[config.mk]
export PLATFORM = sky130hd
export DESIGN_NAME = midi_msg_decoder_flat
export DESIGN_NICKNAME = d
export VERILOG_FILES = /design/src/rtl/midi_msg_decoder_pkg.sv /design/src/rtl/midi_msg_decoder_if.sv /design/src/rtl/midi_msg_decoder.sv /design/src/flat_wrapper.sv
export SDC_FILE = /design/constraint.sdc
export NUM_CORES = 1
export LEC_CHECK = 0
export CORE_MARGIN = 5
export CORE_UTILIZATION = 50
export DETAILED_ROUTE_END_ITERATION = 12
export PLACE_DENSITY_LB_ADDON = 0.12
export SETUP_SLACK_MARGIN = 0.4
export SKIP_LAST_GASP = 1
export SYNTH_ARGS = -nofsm -noshare
export SYNTH_HDL_FRONTEND = slang
export SYNTH_SLANG_ARGS = --single-unit
[constraint.sdc]
create_clock -name clk -period 4.9 [get_ports clk]
set_input_delay 0.735 -clock clk [delete_from_list [all_inputs] [get_ports clk]]
set_output_delay 0.735 -clock clk [all_outputs]
set_load 0.05 [all_outputs]
[src/rtl/midi_msg_decoder_pkg.sv]
// Shared command codes, state encodings and byte-classification helpers
// for the MIDI byte-stream decoder.
package midi_msg_decoder_pkg;

  localparam int MIDI_CMD_SIZE = 4;

  localparam logic [MIDI_CMD_SIZE-1:0] MIDI_CMD_NONE     = 4'd0;
  localparam logic [MIDI_CMD_SIZE-1:0] MIDI_CMD_NOTE_OFF = 4'd1;
  localparam logic [MIDI_CMD_SIZE-1:0] MIDI_CMD_NOTE_ON  = 4'd2;
  localparam logic [MIDI_CMD_SIZE-1:0] MIDI_CMD_POLY_AT  = 4'd3;
  localparam logic [MIDI_CMD_SIZE-1:0] MIDI_CMD_CC       = 4'd4;
  localparam logic [MIDI_CMD_SIZE-1:0] MIDI_CMD_PROG     = 4'd5;
  localparam logic [MIDI_CMD_SIZE-1:0] MIDI_CMD_CH_AT    = 4'd6;
  localparam logic [MIDI_CMD_SIZE-1:0] MIDI_CMD_PITCH    = 4'd7;
  localparam logic [MIDI_CMD_SIZE-1:0] MIDI_CMD_SYS      = 4'd8;

  typedef enum logic [1:0] {
    ST_IDLE    = 2'd0,
    ST_WAIT_D0 = 2'd1,
    ST_WAIT_D1 = 2'd2,
    ST_SKIP    = 2'd3
  } state_e;

  typedef enum logic [1:0] {
    BYTE_DATA   = 2'd0,
    BYTE_CHAN   = 2'd1,
    BYTE_SYSCOM = 2'd2,
    BYTE_RT     = 2'd3
  } byte_class_e;

  function automatic byte_class_e classify_byte(input logic [7:0] b);
    byte_class_e c;
    if (!b[7])                c = BYTE_DATA;
    else if (b[7:4] != 4'hF)  c = BYTE_CHAN;
    else if (b[3])            c = BYTE_RT;
    else                      c = BYTE_SYSCOM;
    return c;
  endfunction

  function automatic logic [MIDI_CMD_SIZE-1:0] status_cmd(input logic [3:0] hi);
    logic [MIDI_CMD_SIZE-1:0] c;
    case (hi)
      4'h8:    c = MIDI_CMD_NOTE_OFF;
      4'h9:    c = MIDI_CMD_NOTE_ON;
      4'hA:    c = MIDI_CMD_POLY_AT;
      4'hB:    c = MIDI_CMD_CC;
      4'hC:    c = MIDI_CMD_PROG;
      4'hD:    c = MIDI_CMD_CH_AT;
      4'hE:    c = MIDI_CMD_PITCH;
      default: c = MIDI_CMD_NONE;
    endcase
    return c;
  endfunction

  // Program change and channel aftertouch carry a single data byte.
  function automatic logic status_need_two(input logic [3:0] hi);
    return !((hi == 4'hC) || (hi == 4'hD));
  endfunction

endpackage

[src/rtl/midi_msg_decoder_if.sv]
// Byte-stream input and parallel command bus of the MIDI decoder.
// rx_byte_rdy is a one-cycle strobe with no back-pressure: the decoder
// consumes every byte whose strobe is high; midi_rdy and err_drop are
// likewise one-cycle strobes and the sink must take them when they fire.
interface midi_msg_decoder_if;
  import midi_msg_decoder_pkg::*;

  logic                     rx_byte_rdy;
  logic [7:0]               rx_byte;
  logic                     midi_rdy;
  logic [MIDI_CMD_SIZE-1:0] midi_cmd;
  logic [3:0]               midi_ch_sysn;
  logic [6:0]               midi_data0;
  logic [6:0]               midi_data1;
  logic                     err_drop;
  state_e                   dbg_state;

  modport master (
    output rx_byte_rdy, rx_byte,
    input  midi_rdy, midi_cmd, midi_ch_sysn, midi_data0, midi_data1,
           err_drop, dbg_state
  );

  modport slave (
    input  rx_byte_rdy, rx_byte,
    output midi_rdy, midi_cmd, midi_ch_sysn, midi_data0, midi_data1,
           err_drop, dbg_state
  );

endinterface

[src/rtl/midi_msg_decoder.sv]
// MIDI byte stream to parallel command decoder with running status,
// real-time passthrough and SysEx/system-common skipping.
module midi_msg_decoder
  import midi_msg_decoder_pkg::*;
#(
  parameter bit NOTE_ON_VEL0_AS_OFF = 1'b1
) (
  input logic              clk,
  input logic              reset,
  midi_msg_decoder_if.slave bus
);

  state_e                   state_q, state_d;
  logic [MIDI_CMD_SIZE-1:0] rs_cmd_q, rs_cmd_d;
  logic [3:0]               rs_ch_q, rs_ch_d;
  logic                     need_two_q, need_two_d;
  logic [6:0]               d0_q, d0_d;

  logic                     rdy_q, rdy_d;
  logic                     err_q, err_d;
  logic [MIDI_CMD_SIZE-1:0] cmd_q, cmd_d;
  logic [3:0]               ch_q, ch_d;
  logic [6:0]               data0_q, data0_d;
  logic [6:0]               data1_q, data1_d;

  logic [7:0]  rx_b;
  byte_class_e rx_class;

  assign rx_b     = bus.rx_byte;
  assign rx_class = classify_byte(rx_b);

  always_comb begin
    state_d    = state_q;
    rs_cmd_d   = rs_cmd_q;
    rs_ch_d    = rs_ch_q;
    need_two_d = need_two_q;
    d0_d       = d0_q;
    rdy_d      = 1'b0;
    err_d      = 1'b0;
    cmd_d      = cmd_q;
    ch_d       = ch_q;
    data0_d    = data0_q;
    data1_d    = data1_q;

    if (bus.rx_byte_rdy) begin
      unique case (rx_class)
        // Real-time bytes interleave anywhere and must not disturb parsing.
        BYTE_RT: begin
          rdy_d   = 1'b1;
          cmd_d   = MIDI_CMD_SYS;
          ch_d    = rx_b[3:0];
          data0_d = 7'd0;
          data1_d = 7'd0;
        end
        BYTE_SYSCOM: begin
          rs_cmd_d   = MIDI_CMD_NONE;
          rs_ch_d    = 4'd0;
          need_two_d = 1'b0;
          state_d    = (rx_b == 8'hF7) ? ST_IDLE : ST_SKIP;
        end
        BYTE_CHAN: begin
          rs_cmd_d   = status_cmd(rx_b[7:4]);
          rs_ch_d    = rx_b[3:0];
          need_two_d = status_need_two(rx_b[7:4]);
          state_d    = ST_WAIT_D0;
        end
        BYTE_DATA: begin
          unique case (state_q)
            ST_IDLE: err_d = 1'b1;
            ST_WAIT_D0: begin
              if (need_two_q) begin
                d0_d    = rx_b[6:0];
                state_d = ST_WAIT_D1;
              end else begin
                rdy_d   = 1'b1;
                cmd_d   = rs_cmd_q;
                ch_d    = rs_ch_q;
                data0_d = rx_b[6:0];
                data1_d = 7'd0;
              end
            end
            ST_WAIT_D1: begin
              rdy_d   = 1'b1;
              cmd_d   = rs_cmd_q;
              ch_d    = rs_ch_q;
              data0_d = d0_q;
              data1_d = rx_b[6:0];
              state_d = ST_WAIT_D0;
              if (NOTE_ON_VEL0_AS_OFF && (rs_cmd_q == MIDI_CMD_NOTE_ON) &&
                  (rx_b[6:0] == 7'd0)) begin
                cmd_d = MIDI_CMD_NOTE_OFF;
              end
            end
            ST_SKIP: ;
            default: state_d = ST_IDLE;
          endcase
        end
        default: ;
      endcase
    end
  end

  always_ff @(posedge clk or negedge reset) begin
    if (!reset) begin
      state_q    <= ST_IDLE;
      rs_cmd_q   <= MIDI_CMD_NONE;
      rs_ch_q    <= 4'd0;
      need_two_q <= 1'b0;
      d0_q       <= 7'd0;
      rdy_q      <= 1'b0;
      err_q      <= 1'b0;
      cmd_q      <= MIDI_CMD_NONE;
      ch_q       <= 4'd0;
      data0_q    <= 7'd0;
      data1_q    <= 7'd0;
    end else begin
      state_q    <= state_d;
      rs_cmd_q   <= rs_cmd_d;
      rs_ch_q    <= rs_ch_d;
      need_two_q <= need_two_d;
      d0_q       <= d0_d;
      rdy_q      <= rdy_d;
      err_q      <= err_d;
      cmd_q      <= cmd_d;
      ch_q       <= ch_d;
      data0_q    <= data0_d;
      data1_q    <= data1_d;
    end
  end

  assign bus.midi_rdy     = rdy_q;
  assign bus.err_drop     = err_q;
  assign bus.midi_cmd     = cmd_q;
  assign bus.midi_ch_sysn = ch_q;
  assign bus.midi_data0   = data0_q;
  assign bus.midi_data1   = data1_q;
  assign bus.dbg_state    = state_q;

endmodule

[src/flat_wrapper.sv]
// flat-port wrapper written by rule: the top's interface ports become plain ports
module midi_msg_decoder_flat import midi_msg_decoder_pkg::*;
#(
  parameter bit NOTE_ON_VEL0_AS_OFF = 1'b1
)
  (clk, reset, bus_rx_byte_rdy, bus_rx_byte, bus_midi_rdy, bus_midi_cmd, bus_midi_ch_sysn, bus_midi_data0, bus_midi_data1, bus_err_drop, bus_dbg_state);
  midi_msg_decoder_if bus_i ();
  input logic clk;
  input logic reset;
  input wire logic [$bits(bus_i.rx_byte_rdy)-1:0] bus_rx_byte_rdy;
  input wire logic [$bits(bus_i.rx_byte)-1:0] bus_rx_byte;
  output wire logic [$bits(bus_i.midi_rdy)-1:0] bus_midi_rdy;
  output wire logic [$bits(bus_i.midi_cmd)-1:0] bus_midi_cmd;
  output wire logic [$bits(bus_i.midi_ch_sysn)-1:0] bus_midi_ch_sysn;
  output wire logic [$bits(bus_i.midi_data0)-1:0] bus_midi_data0;
  output wire logic [$bits(bus_i.midi_data1)-1:0] bus_midi_data1;
  output wire logic [$bits(bus_i.err_drop)-1:0] bus_err_drop;
  output wire logic [$bits(bus_i.dbg_state)-1:0] bus_dbg_state;
  assign bus_i.rx_byte_rdy = bus_rx_byte_rdy;
  assign bus_i.rx_byte = bus_rx_byte;
  assign bus_midi_rdy = bus_i.midi_rdy;
  assign bus_midi_cmd = bus_i.midi_cmd;
  assign bus_midi_ch_sysn = bus_i.midi_ch_sysn;
  assign bus_midi_data0 = bus_i.midi_data0;
  assign bus_midi_data1 = bus_i.midi_data1;
  assign bus_err_drop = bus_i.err_drop;
  assign bus_dbg_state = bus_i.dbg_state;
  midi_msg_decoder #(.NOTE_ON_VEL0_AS_OFF(NOTE_ON_VEL0_AS_OFF)) u_core (.clk(clk), .reset(reset), .bus(bus_i));
endmodule
* Word level (Yosys, flattened, before mapping)
Cells that the tools add are included.
Word-level totals: flip-flop bits (word level) 42, logic and storage cells 73
Operators by class: reduce and logical (&&, ||, !) cells 13, muxes and demuxes 31, eq/ne operators 18
Operator list (count):
- $pmux 7 s2 | 4
- $pmux 4 s2 | 6
- $eq 4x4->1 const B | 7
- $pmux 3 s7 | 1
- $mux 7 | 2
- $mux 4 | 3
- $reduce_and 4->1 | 3
- $eq 8x8->1 const B | 1
- $mux 2 | 4
- $logic_not 7->1 | 1
- $eq 2x2->1 const B | 3
- $mux 1 | 6
- $ne 3x2->1 const B | 2
- $pmux 1 s2 | 3
- $pmux 2 s3 | 1
- $eq 2x1->1 const B | 2
- $eq 4x2->1 const B | 1
- $logic_not 2->1 | 2
- $ne 4x4->1 const B | 1
- $pmux 2 s2 | 1
- $reduce_bool 2->1 | 2
- $ne 3x3->1 const B | 1
- $reduce_bool 3->1 | 1
- $reduce_and 2->1 | 1
- other kinds (3) | 3

* Logic depth before layout (Yosys ltp)
Gate-level depths: netlist of the first run.
word-level depth 6, gate-level depth with buffers 9, mapped depth without buffers 7

* Least setup slack after synthesis of the first run
OpenSTA, ideal clock, no wires.
path kind input to register, from in bus_rx_byte[4], to reg u_core.data0_q[2], in the netlist u_core.bus.midi_data0[2], path buffers 2, slack 2200 ps, setup time 125 ps, stages on the path 9, arrival 2575 ps, cells stage by stage buf_2 nand2_1 or3_1 nand2_1 ha_1 or3b_4 nand3_4 buf_12 mux2_4
Between the ends: word-level cells in the longest chain between the ends 6, elaborated cells between the ends (all ways) 10, those cells by class 4 x eq/ne; 3 x mux; 3 x reduce/logical
Ends and longest elaborated chain:
- start, declared | RTL line flat_wrapper.sv:11 | input wire logic [$bits(bus_i.rx_byte)-1:0] bus_rx_byte;
- $ne 4x4->1 (*) | RTL line midi_msg_decoder_pkg.sv:34 | else if (b[7:4] != 4'hF) c = BYTE_CHAN;
- $mux 2 (*) | RTL line midi_msg_decoder_pkg.sv:34
- $mux 2 (*) | RTL line midi_msg_decoder_pkg.sv:33 | if (!b[7]) c = BYTE_DATA;
- $logic_not 2->1 / $eq 2x2->1 (equally long branches) | RTL line midi_msg_decoder.sv:46 | unique case (rx_class)
- $ne 3x3->1 (no line), or another cell as far along
- $reduce_and 4->1 (no line)
- end signal, assigned | RTL line midi_msg_decoder.sv:126 | data0_q <= data0_d;
- end, declared | RTL line midi_msg_decoder.sv:23 | logic [6:0] data0_q, data0_d;
Mark *: on every way between the ends. The rest lies on a longest branch, timed or not. A chain may end at the register's enable or synchronous reset.

* Worst setup path after layout of the first run
from in bus_rx_byte[5], to reg u_core.data0_q[1], in the netlist u_core.bus.midi_data0[1]
Same word-level chain as after synthesis.

==> report_table.html, run 1 <==
<table>
<tr><th>Metric</th><th>Value</th></tr>
<tr><th colspan="2">Status</th></tr>
<tr><td>Result of the run</td><td>finished clean</td></tr>
<tr><th colspan="2">Drt</th></tr>
<tr><td>Number of design rule violations left after detail routing</td><td>0</td></tr>
<tr><td>Iteration-0 DRC Markers</td><td>63</td></tr>
<tr><td>Routed length per placed instance</td><td>16.2 µm</td></tr>
<tr><td>1st-pass router iterations</td><td>4</td></tr>
<tr><td>Post-route antenna net violation count</td><td>0</td></tr>
<tr><td>Vias per cell</td><td>approximately 5.5</td></tr>
<tr><td>Via Count</td><td>~1500</td></tr>
<tr><td>Sum of routed wire length over all layers</td><td>between 4 and 5 mm</td></tr>
<tr><th colspan="2">Clock network</th></tr>
<tr><td>Total of hold buffers inserted after clock tree synthesis</td><td>0</td></tr>
<tr><td>TritonCTS clock tree</td><td>built</td></tr>
<tr><td>Number of buffers inserted to repair setup after CTS</td><td>0</td></tr>
<tr><td>Skew-Pair Late Insertion Delay</td><td>290 ps</td></tr>
<tr><td>CTS H-tree depth</td><td>2</td></tr>
<tr><td>Clock Tree Root</td><td>sky130_fd_sc_hd__clkbuf_8</td></tr>
<tr><td>Largest buffer count on any clock path</td><td>2</td></tr>
<tr><td>CTS Buf Count</td><td>5</td></tr>
<tr><td>Post-CTS clock slew at the launch and capture registers of the worst setup and hold paths</td><td>roughly 70 ps</td></tr>
<tr><td># clock sinks</td><td>slightly above 40</td></tr>
<tr><td>Number of gates resized after cts</td><td>0</td></tr>
<tr><th colspan="2">Timing</th></tr>
<tr><td>Highest attainable clock frequency</td><td>approximately 280 MHz</td></tr>
<tr><td># setup viols final</td><td>0</td></tr>
<tr><td>Unrepaired setup endpoints after global routing</td><td>no</td></tr>
<tr><td>Number of hold violations in the final report</td><td>0</td></tr>
<tr><td>Number of max-slew violations in the final report</td><td>0</td></tr>
<tr><td>Slew of the pin with the lowest slew margin</td><td>894 ps</td></tr>
<tr><td>Minimum clock period after layout</td><td>between 3000 and 4000 ps</td></tr>
<tr><td>Worst slew margin relative to its limit</td><td>between 40% and 50%</td></tr>
<tr><td>Portion of the clock cycle consumed by the worst path in the final layout</td><td>72.1%</td></tr>
<tr><td>Aggregate negative setup slack</td><td>0 ps</td></tr>
<tr><td>Clk_skew</td><td>~2.6 ps</td></tr>
<tr><th colspan="2">Placement</th></tr>
<tr><td>Gpl congestion</td><td>a little over 0.8</td></tr>
<tr><td>Placed cell count</td><td>approximately 260</td></tr>
<tr><td>Placement Cell Area</td><td>2520 µm²</td></tr>
<tr><td>DPL Wire Length</td><td>approximately 3.1 mm</td></tr>
<tr><td>Number of port buffers</td><td>36</td></tr>
<tr><th colspan="2">Synth</th></tr>
<tr><td>Synthesis warning total</td><td>0</td></tr>
<tr><td>Yosys reg bits</td><td>about 40</td></tr>
<tr><td>Synthesized netlist cell count</td><td>about 180</td></tr>
<tr><td>Post-synthesis net count</td><td>198</td></tr>
<tr><td>Count of cell types in the netlist</td><td>34</td></tr>
<tr><td>EDFF count, synth</td><td>0</td></tr>
<tr><td>Mean instance size in the synthesized netlist</td><td>~12 µm²</td></tr>
<tr><td>Asr flop ratio synth</td><td>between 90% and 100%</td></tr>
<tr><td>Most used DFF post-synth</td><td>sky130_fd_sc_hd__dfrtp_1</td></tr>
<tr><td>Post-synth design cell area</td><td>2170 µm²</td></tr>
<tr><td>Proportion of synthesized chip area in sequential cells</td><td>a little under half</td></tr>
<tr><th colspan="2">Die</th></tr>
<tr><td>Floorplan die height</td><td>between 70 and 80 µm</td></tr>
<tr><td>Die area</td><td>5770 µm²</td></tr>
<tr><td>Standard-cell rows</td><td>24</td></tr>
<tr><td>Boundary pin count</td><td>37</td></tr>
<tr><td>Std-Cell Core Area</td><td>approximately 4300 µm²</td></tr>
<tr><td>Die X</td><td>around 76 µm</td></tr>
<tr><td>Starting utilization of the core area</td><td>approximately half</td></tr>
<tr><th colspan="2">Setup path</th></tr>
<tr><td>CP arrival</td><td>3710 ps</td></tr>
<tr><td>Critical Path Start</td><td>bus_rx_byte[5]</td></tr>
<tr><td>Maximum fanout count along the critical path</td><td>22</td></tr>
<tr><td>Critical path required time</td><td>5080 ps</td></tr>
<tr><td>Crit path capture type</td><td>flop</td></tr>
<tr><td>Critical path start-end classification</td><td>primary input to flop</td></tr>
<tr><td>Worst R2R Start</td><td>u_core.bus.dbg_state[0]</td></tr>
<tr><td>Type of element launching the critical path</td><td>primary input</td></tr>
<tr><th colspan="2">Finish</th></tr>
<tr><td>Number of standard cells in the final layout excluding fillers</td><td>266</td></tr>
<tr><td>Antenna Cells</td><td>0</td></tr>
<tr><td>Ratio of cells with drive above 1 in the final layout</td><td>19.2%</td></tr>
<tr><td>Storage cell area</td><td>approximately 1000 µm²</td></tr>
<tr><td>Number of nets in the layout</td><td>between 200 and 250</td></tr>
<tr><td>Finished layout cell area</td><td>2600 µm²</td></tr>
<tr><td>Synth-to-Final Area Change</td><td>19.6%</td></tr>
<tr><td>Multi-input combinational cell area</td><td>1040 µm²</td></tr>
<tr><td># fillers</td><td>between 300 and 400</td></tr>
<tr><th colspan="2">Pwr</th></tr>
<tr><td>Total power per unit cell area</td><td>~570 nW/µm²</td></tr>
<tr><td>Static leakage power</td><td>around 1.2 nW</td></tr>
<tr><td>Worst ir drop on vdd</td><td>about 350 µV</td></tr>
<tr><th colspan="2">Global route</th></tr>
<tr><td>Antenna violations before repair</td><td>0</td></tr>
<tr><td>GRT Total Usage</td><td>15.9%</td></tr>
<tr><td>Pin count of the biggest net entering global routing</td><td>between 40 and 50</td></tr>
<tr><td>Wire length of the first global-routing pass</td><td>between 7 and 8 mm</td></tr>
<tr><td>GRT overflow</td><td>0</td></tr>
<tr><td>Vias in the first global route</td><td>roughly 1600</td></tr>
<tr><th colspan="2">Min path</th></tr>
<tr><td>Classification of the worst-slack hold path</td><td>flop to flop</td></tr>
<tr><td>Worst hold start</td><td>u_core.rs_ch_q[1]</td></tr>
<tr><th colspan="2">Run</th></tr>
<tr><td>Max-cap viol count</td><td>0</td></tr>
</table>
==> flip-flops by register name (all words and copies together), names as in the netlist <==
register and cells:
u_core.bus.dbg_state 2, u_core.bus.midi_cmd 4, u_core.rs_cmd_q 3, u_core.bus.err_drop 1
u_core.d0_q 7, u_core.bus.midi_data1 7, u_core.bus.midi_ch_sysn 4, u_core.bus.midi_data0 7
u_core.bus.midi_rdy 1, u_core.rs_ch_q 4, u_core.need_two_q 1
==> layout make-up <==
cell class | count | share of cell area (%)
repair buffers | 36 | 13.7
clock buffers | 6 | 2.79
multi-input cells | 121 | 40.1
well taps | 52 | 2.50
inverters | 8 | 1.15
flip-flops and latches | 41 | 39.4
clock inverters | 2 | 0.385
==> worst max-delay path: stages <==
cell                              delay (ps)
sky130_fd_sc_hd__clkdlybuf4s50_1         650
sky130_fd_sc_hd__nand2_1                 150
sky130_fd_sc_hd__or3_1                   350
sky130_fd_sc_hd__nand2_1                 110
sky130_fd_sc_hd__ha_1                    480
sky130_fd_sc_hd__or3b_4                  470
sky130_fd_sc_hd__nand3_4                 360
sky130_fd_sc_hd__mux2_2                  390
==> cells in the final DEF (no fill, tap or decap), drive strengths merged, types with 2 or more instances in the layout <==
cell type / netlist / layout
inv: 8 / 8
and3: 8 / 8
a41oi: 2 / 2
nor2b: 8 / 8
dfrtp: 41 / 41
mux2: 31 / 31
ha: 8 / 8
nand4: 4 / 4
clkdlybuf4s50: 0 / 35
nand3: 2 / 2
clkinv: 0 / 2
mux2i: 11 / 11
xnor2: 2 / 2
o21ai: 10 / 10
nand2: 20 / 20
clkbuf: 4 / 6
==> Yosys cell counts, types with 4 or more instances <==
cell type	count	area share, %
sky130_fd_sc_hd__dfrtp_1	41	47
sky130_fd_sc_hd__mux2_4	17	12
sky130_fd_sc_hd__nand4_1	4	1.2
sky130_fd_sc_hd__clkbuf_1	4	0.69
sky130_fd_sc_hd__nor2b_1	8	2.3
sky130_fd_sc_hd__o21ai_0	10	2.3
sky130_fd_sc_hd__inv_1	8	1.4
sky130_fd_sc_hd__mux2_2	14	7.2
sky130_fd_sc_hd__ha_1	8	4.6
sky130_fd_sc_hd__nand2_1	20	3.5
sky130_fd_sc_hd__mux2i_1	11	5.1
sky130_fd_sc_hd__and3_1	8	2.3
==> metrics by stage <==
| stage | util [%] | worst slack [ps] | power [mW] | hold slack (ps) |
|---|---|---|---|---|
| 2_1_floorplan | - | 2200 | 1.07 | 439 |
| 3_3_place_gp | 58.7 | 1230 | 1.27 | 460 |
| 3_5_place_dp | 58.7 | 1080 | 1.28 | 472 |
| 4_1_cts | 60.6 | 1380 | 1.50 | 490 |
| 5_1_grt | 60.6 | 1230 | 1.56 | 513 |
| 6_report | 60.6 | 1370 | 1.48 | 484 |
==> cells by family (layout without fill, tap and decap cells) <==
| kind of cell | Yosys count | count (layout) | share of synthesized area [%] |
|---|---|---|---|
| XOR/XNOR | 2 | 2 | 0.806 |
| flip-flops | 41 | 41 | 47.2 |
| AND/OR/NAND/NOR | 52 | 52 | 13.6 |
| buffers and inverters | 17 | 52 | 4.89 |
| AO/OA/AOI/OAI | 17 | 17 | 4.83 |
| multiplexers | 42 | 42 | 24.1 |
| adder cells (fa/ha/maj) | 8 | 8 | 4.60 |
==> metal layers <==
| layer | global-route usage (%) | wire (µm) | share of wire (%) |
|---|---|---|---|
| met5 | 0 | 0 | 0 |
| met3 | 3.32 | 193 | 4.5 |
| met1 | 20.2 | 1950 | 45 |
| met2 | 26.0 | 2110 | 49 |
| met4 | 6.58 | 70 | 1.6 |
==> report_power, final <==
group	switching (mW)	internal [mW]	total (mW)	leakage, nW
clock	0.111	0.0987	0.210	0.0450
sequential	0.0624	0.450	0.513	0.535
combinational	0.448	0.309	0.757	0.664
total	0.622	0.858	1.48	1.24
==> final timing paths <==
kind / endpoint / slack, ps / depth (start not counted)
min in group asynchronous: u_core.bus.midi_rdy / 570 / 1
setup / recovery: u_core.bus.midi_data0[1] / 1370 / 8
hold / removal: u_core.rs_ch_q[1] / 480 / 2
hold reg to reg: u_core.rs_ch_q[1] / 480 / 2
max in group asynchronous: u_core.d0_q[2] / 3770 / 1
setup reg to reg: u_core.bus.midi_data1[4] / 2540 / 5
Power figures use the tool's default switching activity.
==> inputs of run 2 (changes only) <==
==> constraint.sdc (replaced) <==
create_clock -name clk -period 3.41 [get_ports clk]
set_input_delay 0.5115 -clock clk [delete_from_list [all_inputs] [get_ports clk]]
set_output_delay 0.5115 -clock clk [all_outputs]
set_load 0.05 [all_outputs]
==> run 2 against run 1 <==
  * Worst setup slack got worse by 820 ps
  * Critical path depth is the same
  * Wire length up 7.7%
  * Hold slack worse by 140 ps
  * Clock power up 47%
  * Global-route usage rose by 0.54 points
  * Clock skew grew 2.4 ps
  * Core utilization is 1.3 points higher
  * Via count grew 2.7%
  * Total power grew 46%
  * Critical path type unchanged
  * Largest power group unchanged
  * Highest routed layer unchanged
==> report_table.html, run 2 (synthesis gave the netlist of run 1 again) <==
<table>
<tr><th>Metric</th><th>Value</th></tr>
<tr><th colspan="2">Global route</th></tr>
<tr><td>GRT overflow</td><td>0 (unchanged)</td></tr>
<tr><td>Vias in the first global route</td><td>1586 (+1.1%)</td></tr>
<tr><td>Wire length of the first global-routing pass</td><td>7.65 mm (+1.7%)</td></tr>
<tr><td>GRT Total Usage</td><td>16.4% (+0.54 points)</td></tr>
<tr><td>Pin count of the biggest net entering global routing</td><td>42 (unchanged)</td></tr>
<tr><td>Antenna violations before repair</td><td>0 (unchanged)</td></tr>
<tr><th colspan="2">Setup path</th></tr>
<tr><td>Crit path capture type</td><td>flop</td></tr>
<tr><td>Maximum fanout count along the critical path</td><td>11 (-50%)</td></tr>
<tr><td>Setup slack, reg-to-reg</td><td>1130 ps (-1410 ps)</td></tr>
<tr><td>End of the worst register-to-register path</td><td>u_core.bus.midi_ch_sysn[0]</td></tr>
<tr><td>Critical path required time</td><td>3590 ps (-1490 ps)</td></tr>
<tr><td>Critical Path Start</td><td>bus_rx_byte[5]</td></tr>
<tr><td>CP arrival</td><td>3030 ps (-680 ps)</td></tr>
<tr><td>Critical path start-end classification</td><td>primary input to flop</td></tr>
<tr><td>Type of element launching the critical path</td><td>primary input</td></tr>
<tr><td>Worst R2R Start</td><td>u_core.bus.dbg_state[0]</td></tr>
<tr><td>Worst Reg2Reg Path Length in Cells</td><td>5 (unchanged)</td></tr>
<tr><th colspan="2">Drt</th></tr>
<tr><td>Vias per cell</td><td>5.56 (+0.45%)</td></tr>
<tr><td>Routed length per placed instance</td><td>17.1 µm (+5.3%)</td></tr>
<tr><td>Number of design rule violations left after detail routing</td><td>0 (unchanged)</td></tr>
<tr><td>Sum of routed wire length over all layers</td><td>4.65 mm (+7.7%)</td></tr>
<tr><td>Post-route antenna net violation count</td><td>0 (unchanged)</td></tr>
<tr><td>Iteration-0 DRC Markers</td><td>62 (-1.6%)</td></tr>
<tr><td>Via Count</td><td>1511 (+2.7%)</td></tr>
<tr><td>1st-pass router iterations</td><td>4 (unchanged)</td></tr>
<tr><th colspan="2">Timing</th></tr>
<tr><td># setup viols final</td><td>0 (unchanged)</td></tr>
<tr><td>Clk_skew</td><td>5.00 ps (+2.41 ps)</td></tr>
<tr><td>Portion of the clock cycle consumed by the worst path in the final layout</td><td>between 80 and 90%</td></tr>
<tr><td>Number of max-slew violations in the final report</td><td>0 (unchanged)</td></tr>
<tr><td>Highest attainable clock frequency</td><td>approximately 350 MHz</td></tr>
<tr><td>Slew of the pin with the lowest slew margin</td><td>900 ps (+5.82 ps)</td></tr>
<tr><td>Number of hold violations in the final report</td><td>0 (unchanged)</td></tr>
<tr><td>Worst slew margin relative to its limit</td><td>40.0% (-0.39 points)</td></tr>
<tr><td>Aggregate negative setup slack</td><td>0 ps (unchanged)</td></tr>
<tr><td>Minimum clock period after layout</td><td>roughly 2900 ps</td></tr>
<tr><td>Final worst slack</td><td>553 ps (-816 ps)</td></tr>
<tr><td>Unrepaired setup endpoints after global routing</td><td>no</td></tr>
<tr><th colspan="2">Clock network</th></tr>
<tr><td>Post-CTS clock slew at the launch and capture registers of the worst setup and hold paths</td><td>80 ps (about the same)</td></tr>
<tr><td>TritonCTS clock tree</td><td>built</td></tr>
<tr><td># clock sinks</td><td>41 (unchanged)</td></tr>
<tr><td>CTS Buf Count</td><td>5 (unchanged)</td></tr>
<tr><td>Clock Tree Root</td><td>sky130_fd_sc_hd__clkbuf_8</td></tr>
<tr><td>CTS H-tree depth</td><td>2 (unchanged)</td></tr>
<tr><td>Number of buffers inserted to repair setup after CTS</td><td>0 (unchanged)</td></tr>
<tr><td>Total of hold buffers inserted after clock tree synthesis</td><td>0 (unchanged)</td></tr>
<tr><td>Largest buffer count on any clock path</td><td>2 (unchanged)</td></tr>
<tr><td>Skew-Pair Late Insertion Delay</td><td>290 ps (about the same)</td></tr>
<tr><td>Number of gates resized after cts</td><td>0 (unchanged)</td></tr>
<tr><th colspan="2">Finish</th></tr>
<tr><td>Commonest cells after routing, fill and taps aside</td><td>sky130_fd_sc_hd__dfrtp_1, sky130_fd_sc_hd__clkdlybuf4s50_1, sky130_fd_sc_hd__nand2_1, sky130_fd_sc_hd__mux2_4, sky130_fd_sc_hd__mux2_2</td></tr>
<tr><td>Number of nets in the layout</td><td>238 (+2.6%)</td></tr>
<tr><td>Number of standard cells in the final layout excluding fillers</td><td>272 (+2.3%)</td></tr>
<tr><td>Antenna Cells</td><td>0 (unchanged)</td></tr>
<tr><td>Ratio of cells with drive above 1 in the final layout</td><td>21.4% (+2.2 points)</td></tr>
<tr><td>Synth-to-Final Area Change</td><td>22.2%</td></tr>
<tr><td>Most common cell after layout, fill and taps aside</td><td>sky130_fd_sc_hd__dfrtp_1</td></tr>
<tr><th colspan="2">Pwr</th></tr>
<tr><td>Total power per unit cell area</td><td>812 nW/µm² (+43%)</td></tr>
<tr><td>Static leakage power</td><td>1.27 nW (+2.2%)</td></tr>
<tr><td>Worst ir drop on vdd</td><td>551 µV (+58%)</td></tr>
<tr><td>Power after layout</td><td>2.16 mW (+46%)</td></tr>
<tr><th colspan="2">Die</th></tr>
<tr><td>Boundary pin count</td><td>37 (unchanged)</td></tr>
<tr><td>Starting utilization of the core area</td><td>50.6% (unchanged)</td></tr>
<tr><td>Standard-cell rows</td><td>24 (unchanged)</td></tr>
<tr><td>Die area</td><td>5770 µm² (unchanged)</td></tr>
<tr><td>Std-Cell Core Area</td><td>4290 µm² (unchanged)</td></tr>
<tr><td>Die X</td><td>76.0 µm (unchanged)</td></tr>
<tr><td>Floorplan die height</td><td>76.0 µm (unchanged)</td></tr>
<tr><th colspan="2">Placement</th></tr>
<tr><td>Gpl congestion</td><td>0.832 (+2.4%)</td></tr>
<tr><td>DPL Wire Length</td><td>3.21 mm (+3.9%)</td></tr>
<tr><td>Number of port buffers</td><td>36 (unchanged)</td></tr>
<tr><td>Pre-CTS setup slack</td><td>195 ps (-885 ps)</td></tr>
<tr><td>Placed cell count</td><td>263 (+1.9%)</td></tr>
<tr><th colspan="2">Min path</th></tr>
<tr><td>Classification of the worst-slack hold path</td><td>primary input to asynchronous set/reset pin</td></tr>
<tr><th colspan="2">Run</th></tr>
<tr><td>Max-cap viol count</td><td>0 (unchanged)</td></tr>
<tr><th colspan="2">Status</th></tr>
<tr><td>Result of the run</td><td>finished clean</td></tr>
</table>
[run 2: metal layers]
| metal | vias up | global-route usage (%) | wire, µm | part of all wire, % |
|---|---|---|---|---|
| met5 | - | 0 | 0 | 0 |
| met4 | 0 | 5.34 | 78 | 1.7 |
| met1 | 761 | 20.7 | 2020 | 43 |
| li1 | 705 | - | - | - |
| met2 | 37 | 26.8 | 2320 | 50 |
| met3 | 8 | 4.86 | 230 | 4.9 |
[run 2: report_power, final]
| part | internal (mW) | switching [mW] |
|---|---|---|
| logic | 0.449 | 0.659 |
| registers | 0.647 | 0.0921 |
| clock network | 0.142 | 0.166 |
| total | 1.24 | 0.917 |
[run 2: per-stage QoR]
step	cell area, µm²	util (%)	hold WS [ps]
floorplan	2170	-	216
global placement	2560	59.5	459
detailed placement	2560	59.5	478
CTS	2640	61.5	375
global route	2660	61.9	432
finish	2660	61.9	343
[run 2: area by class of cell]
cell class	count	area, µm²
repair buffers	41	393
inverters	8	30.0
clock inverters	2	10.0
clock buffers	6	72.6
fillers	345	1640
well taps	52	65.1
multi-input cells	122	1060
flip-flops and latches	41	1030
[run 2: how the worst max path moves through the flow]
stage	end	slack (ps)	cells past startpoint
final	u_core.bus.midi_ch_sysn[0]	550	8
after detailed placement	u_core.bus.midi_data1[4]	200	8
after floorplan	u_core.bus.midi_data0[2]	930	9
after global placement	u_core.bus.midi_data0[0]	270	8
after CTS	u_core.bus.midi_ch_sysn[0]	500	8
after global routing	u_core.bus.midi_data1[4]	440	8
[run 2: worst max-delay path: stages]
cell and delay (ps):
sky130_fd_sc_hd__clkdlybuf4s50_1 650, sky130_fd_sc_hd__nand2_1 130, sky130_fd_sc_hd__or3_1 340, sky130_fd_sc_hd__nand2_1 110
sky130_fd_sc_hd__ha_1 260, sky130_fd_sc_hd__and2b_1 350, sky130_fd_sc_hd__nand3_4 290, sky130_fd_sc_hd__mux2_4 380
==> inputs of run 3 (changes only) <==
==> constraint.sdc (replaced) <==
create_clock -name clk -period 2.65 [get_ports clk]
set_input_delay 0.3975 -clock clk [delete_from_list [all_inputs] [get_ports clk]]
set_output_delay 0.3975 -clock clk [all_outputs]
set_load 0.05 [all_outputs]
==> run 3 against run 2 <==
  * Count of clock-buffer cells in the layout did not move
  * Sequential cell count did not move
  * Combinational power rose by 32%
  * Largest cell class unchanged
  * Highest routed layer unchanged
==> report_table.html, run 3 (synthesis gave the netlist of run 1 again) <==
<table>
<tr><th>Metric</th><th>Value</th></tr>
<tr><th colspan="2">Status</th></tr>
<tr><td>Result of the run</td><td>finished clean</td></tr>
<tr><th colspan="2">Clock network</th></tr>
<tr><td>CTS Buf Count</td><td>5 (unchanged)</td></tr>
<tr><td>CTS H-tree depth</td><td>2 (unchanged)</td></tr>
<tr><td>Clock Tree Root</td><td>sky130_fd_sc_hd__clkbuf_8</td></tr>
<tr><td>Skew-Pair Late Insertion Delay</td><td>290 ps (about the same)</td></tr>
<tr><td>Post-CTS clock slew at the launch and capture registers of the worst setup and hold paths</td><td>80 ps (about the same)</td></tr>
<tr><td>Total of hold buffers inserted after clock tree synthesis</td><td>0 (unchanged)</td></tr>
<tr><td>TritonCTS clock tree</td><td>built</td></tr>
<tr><td>Largest buffer count on any clock path</td><td>2 (unchanged)</td></tr>
<tr><td># clock sinks</td><td>41 (unchanged)</td></tr>
<tr><th colspan="2">Die</th></tr>
<tr><td>Std-Cell Core Area</td><td>4290 µm² (unchanged)</td></tr>
<tr><td>Die X</td><td>76.0 µm (unchanged)</td></tr>
<tr><td>Boundary pin count</td><td>37 (unchanged)</td></tr>
<tr><td>Standard-cell rows</td><td>24 (unchanged)</td></tr>
<tr><td>Die area</td><td>5770 µm² (unchanged)</td></tr>
<tr><td>Starting utilization of the core area</td><td>50.6% (unchanged)</td></tr>
<tr><td>Floorplan die height</td><td>76.0 µm (unchanged)</td></tr>
<tr><th colspan="2">Timing</th></tr>
<tr><td>Aggregate negative setup slack</td><td>0 ps (unchanged)</td></tr>
<tr><td>Number of max-slew violations in the final report</td><td>0 (unchanged)</td></tr>
<tr><td># setup viols final</td><td>0 (unchanged)</td></tr>
<tr><td>Slew of the pin with the lowest slew margin</td><td>905 ps (+5.76 ps)</td></tr>
<tr><td>Portion of the clock cycle consumed by the worst path in the final layout</td><td>79.6%</td></tr>
<tr><td>Highest attainable clock frequency</td><td>around 470 MHz</td></tr>
<tr><td>Clk_skew</td><td>3.22 ps (-1.78 ps)</td></tr>
<tr><td>Unrepaired setup endpoints after global routing</td><td>no</td></tr>
<tr><td>Number of hold violations in the final report</td><td>0 (unchanged)</td></tr>
<tr><td>Minimum clock period after layout</td><td>roughly 2100 ps</td></tr>
<tr><td>Worst slew margin relative to its limit</td><td>39.6% (-0.38 points)</td></tr>
<tr><th colspan="2">Global route</th></tr>
<tr><td>GRT Total Usage</td><td>16.7% (+0.30 points)</td></tr>
<tr><td>Pin count of the biggest net entering global routing</td><td>42 (unchanged)</td></tr>
<tr><td>Antenna violations before repair</td><td>0 (unchanged)</td></tr>
<tr><td>Vias in the first global route</td><td>1644 (+3.7%)</td></tr>
<tr><td>Wire length of the first global-routing pass</td><td>7.85 mm (+2.5%)</td></tr>
<tr><td>GRT overflow</td><td>0 (unchanged)</td></tr>
<tr><th colspan="2">Drt</th></tr>
<tr><td>Post-route antenna net violation count</td><td>0 (unchanged)</td></tr>
<tr><td>Via Count</td><td>1509 (-0.13%)</td></tr>
<tr><td>Vias per cell</td><td>5.26 (-5.4%)</td></tr>
<tr><td>Routed length per placed instance</td><td>15.6 µm (-9.1%)</td></tr>
<tr><td>Number of design rule violations left after detail routing</td><td>0 (unchanged)</td></tr>
<tr><td>1st-pass router iterations</td><td>6 (+2)</td></tr>
<tr><td>Iteration-0 DRC Markers</td><td>60 (-3.2%)</td></tr>
<tr><td>Sum of routed wire length over all layers</td><td>4.46 mm (-4.0%)</td></tr>
<tr><th colspan="2">Finish</th></tr>
<tr><td># fillers</td><td>353 (+2.3%)</td></tr>
<tr><td>Finished layout cell area</td><td>2780 µm² (+4.6%)</td></tr>
<tr><td>Most common cell after layout, fill and taps aside</td><td>sky130_fd_sc_hd__dfrtp_1</td></tr>
<tr><td>Core occupancy in the finished layout</td><td>64.7% (+2.9 points)</td></tr>
<tr><td>Commonest cells after routing, fill and taps aside</td><td>sky130_fd_sc_hd__dfrtp_1, sky130_fd_sc_hd__clkdlybuf4s50_1, sky130_fd_sc_hd__nand2_1, sky130_fd_sc_hd__buf_4, sky130_fd_sc_hd__mux2_4</td></tr>
<tr><td>Synth-to-Final Area Change</td><td>27.8%</td></tr>
<tr><td>Antenna Cells</td><td>0 (unchanged)</td></tr>
<tr><td>Number of standard cells in the final layout excluding fillers</td><td>287 (+5.5%)</td></tr>
<tr><td>Ratio of cells with drive above 1 in the final layout</td><td>27.2% (+5.9 points)</td></tr>
<tr><td>Number of nets in the layout</td><td>253 (+6.3%)</td></tr>
<tr><th colspan="2">Setup path</th></tr>
<tr><td>Worst R2R Start</td><td>u_core.bus.dbg_state[0]</td></tr>
<tr><td>Critical path required time</td><td>2830 ps (-760 ps)</td></tr>
<tr><td>Cell count along the critical path</td><td>8 (unchanged)</td></tr>
<tr><td>Cell Chain, Critical Path</td><td>dlygate4sd2_1 -&gt; or3_1 -&gt; nand2_1 -&gt; ha_2 -&gt; or3b_4 -&gt; nand3_4 -&gt; buf_12 -&gt; mux2_2</td></tr>
<tr><td>CP arrival</td><td>2300 ps (-730 ps)</td></tr>
<tr><td>Type of element launching the critical path</td><td>primary input</td></tr>
<tr><td>Max stage delay cell, worst path</td><td>sky130_fd_sc_hd__or3b_4</td></tr>
<tr><td>Critical path start-end classification</td><td>primary input to flop</td></tr>
<tr><td>End of the worst register-to-register path</td><td>u_core.bus.midi_cmd[1]</td></tr>
<tr><td>Cell family with most CP delay</td><td>simple AND/OR/NAND/NOR gates</td></tr>
<tr><td>CP bufs+invs</td><td>2 (+1)</td></tr>
<tr><td>Critical Path Start</td><td>bus_rx_byte[3]</td></tr>
<tr><td>Maximum fanout count along the critical path</td><td>7 (-4)</td></tr>
<tr><td>Worst Reg2Reg Path Length in Cells</td><td>6 (+1)</td></tr>
<tr><td>Crit path capture type</td><td>flop</td></tr>
<tr><td>Delay of the slowest cell on the worst path</td><td>390 ps (-260 ps)</td></tr>
<tr><td>Setup slack, reg-to-reg</td><td>710 ps (-420 ps)</td></tr>
<tr><td>Worst Setup EP</td><td>u_core.bus.midi_data0[1]</td></tr>
<tr><th colspan="2">Placement</th></tr>
<tr><td>Placed cell count</td><td>277 (+5.3%)</td></tr>
<tr><td>DPL Wire Length</td><td>3.34 mm (+4.1%)</td></tr>
<tr><td>Gpl congestion</td><td>0.879 (+5.7%)</td></tr>
<tr><td>Placement Cell Area</td><td>2680 µm² (+4.8%)</td></tr>
<tr><td>Number of port buffers</td><td>36 (unchanged)</td></tr>
<tr><th colspan="2">Pwr</th></tr>
<tr><td>Total power per unit cell area</td><td>1010 nW/µm² (+24%)</td></tr>
<tr><td>Static leakage power</td><td>1.35 nW (+6.5%)</td></tr>
<tr><td>Worst ir drop on vdd</td><td>589 µV (+7.0%)</td></tr>
<tr><td>Power after layout</td><td>2.81 mW (+30%)</td></tr>
<tr><th colspan="2">Min path</th></tr>
<tr><td>Classification of the worst-slack hold path</td><td>primary input to asynchronous set/reset pin</td></tr>
<tr><th colspan="2">Run</th></tr>
<tr><td>Max-cap viol count</td><td>0 (unchanged)</td></tr>
</table>
==> run 3: cell count changes in the layout (fill, tap and decap cells not counted), sizes merged <==
| cell | change |
|---|---|
| dlygate4sd2 | +4 |
| nand3 | -1 |
| buf | +16 |
| clkdlybuf4s50 | -4 |
==> run 3: per-stage QoR <==
| step | hold slack, ps | setup WS [ps] |
|---|---|---|
| 2_1_floorplan | 102 | 407 |
| 3_3_place_gp | 465 | -29.2 |
| 3_5_place_dp | 478 | -58.2 |
| 4_1_cts | 266 | 523 |
| 5_1_grt | 324 | 450 |
| 6_report | 228 | 540 |
==> run 3: timing repair <==
item	4_1_cts	5_1_grt
setup endpoints to repair	21	0
buffers inserted	2	0
gates resized for setup	6	0
==> run 3: worst min path at each step <==
| stage | startpoint | end | slack, ps | cells past startpoint |
|---|---|---|---|---|
| floorplan | reset | u_core.bus.dbg_state[0] | 100 | 0 |
| global placement | u_core.rs_ch_q[2] | u_core.rs_ch_q[2] | 470 | 2 |
| detailed placement | u_core.rs_ch_q[1] | u_core.rs_ch_q[1] | 480 | 2 |
| CTS | reset | u_core.bus.midi_data1[4] | 270 | 1 |
| global route | reset | u_core.bus.midi_data0[4] | 320 | 1 |
| finish | reset | u_core.bus.midi_data0[4] | 230 | 1 |
==> run 3: cell type report <==
| cell class | count | area, µm² | share of cell area (%) |
|---|---|---|---|
| Multi-Input combinational cell | 121 | 1050 | 37.7 |
| Sequential cell | 41 | 1030 | 36.9 |
| Timing Repair Buffer | 57 | 528 | 19.0 |
| Clock buffer | 6 | 72.6 | 2.61 |
| Tap cell | 52 | 65.1 | 2.34 |
| Inverter | 8 | 30.0 | 1.08 |
| Clock inverter | 2 | 10.0 | 0.360 |
==> run 3: worst reg2reg max path, stage by stage, from the launching register on <==
cell and delay [ps]:
sky130_fd_sc_hd__dfrtp_1 400, sky130_fd_sc_hd__inv_1 110, sky130_fd_sc_hd__ha_1 260, sky130_fd_sc_hd__buf_4 250, sky130_fd_sc_hd__nor4b_1 340, sky130_fd_sc_hd__a41oi_1 180, sky130_fd_sc_hd__mux2_4 290
==> run 3: where the power goes <==
part / internal (mW) / leakage, nW / switching, mW
registers: 0.833 / 0.535 / 0.119
logic: 0.622 / 0.775 / 0.841
clock network: 0.182 / 0.0450 / 0.208
total: 1.64 / 1.35 / 1.17
==> run 3: metal layers <==
metal | part of all wire [%] | up-vias | track usage, % | wire length, µm
met5 | 0 | - | 0 | 0
li1 | - | 732 | - | -
met3 | 4.7 | 9 | 5.09 | 211
met4 | 1.7 | 0 | 5.52 | 78
met2 | 51 | 39 | 27.7 | 2260
met1 | 43 | 729 | 20.6 | 1910
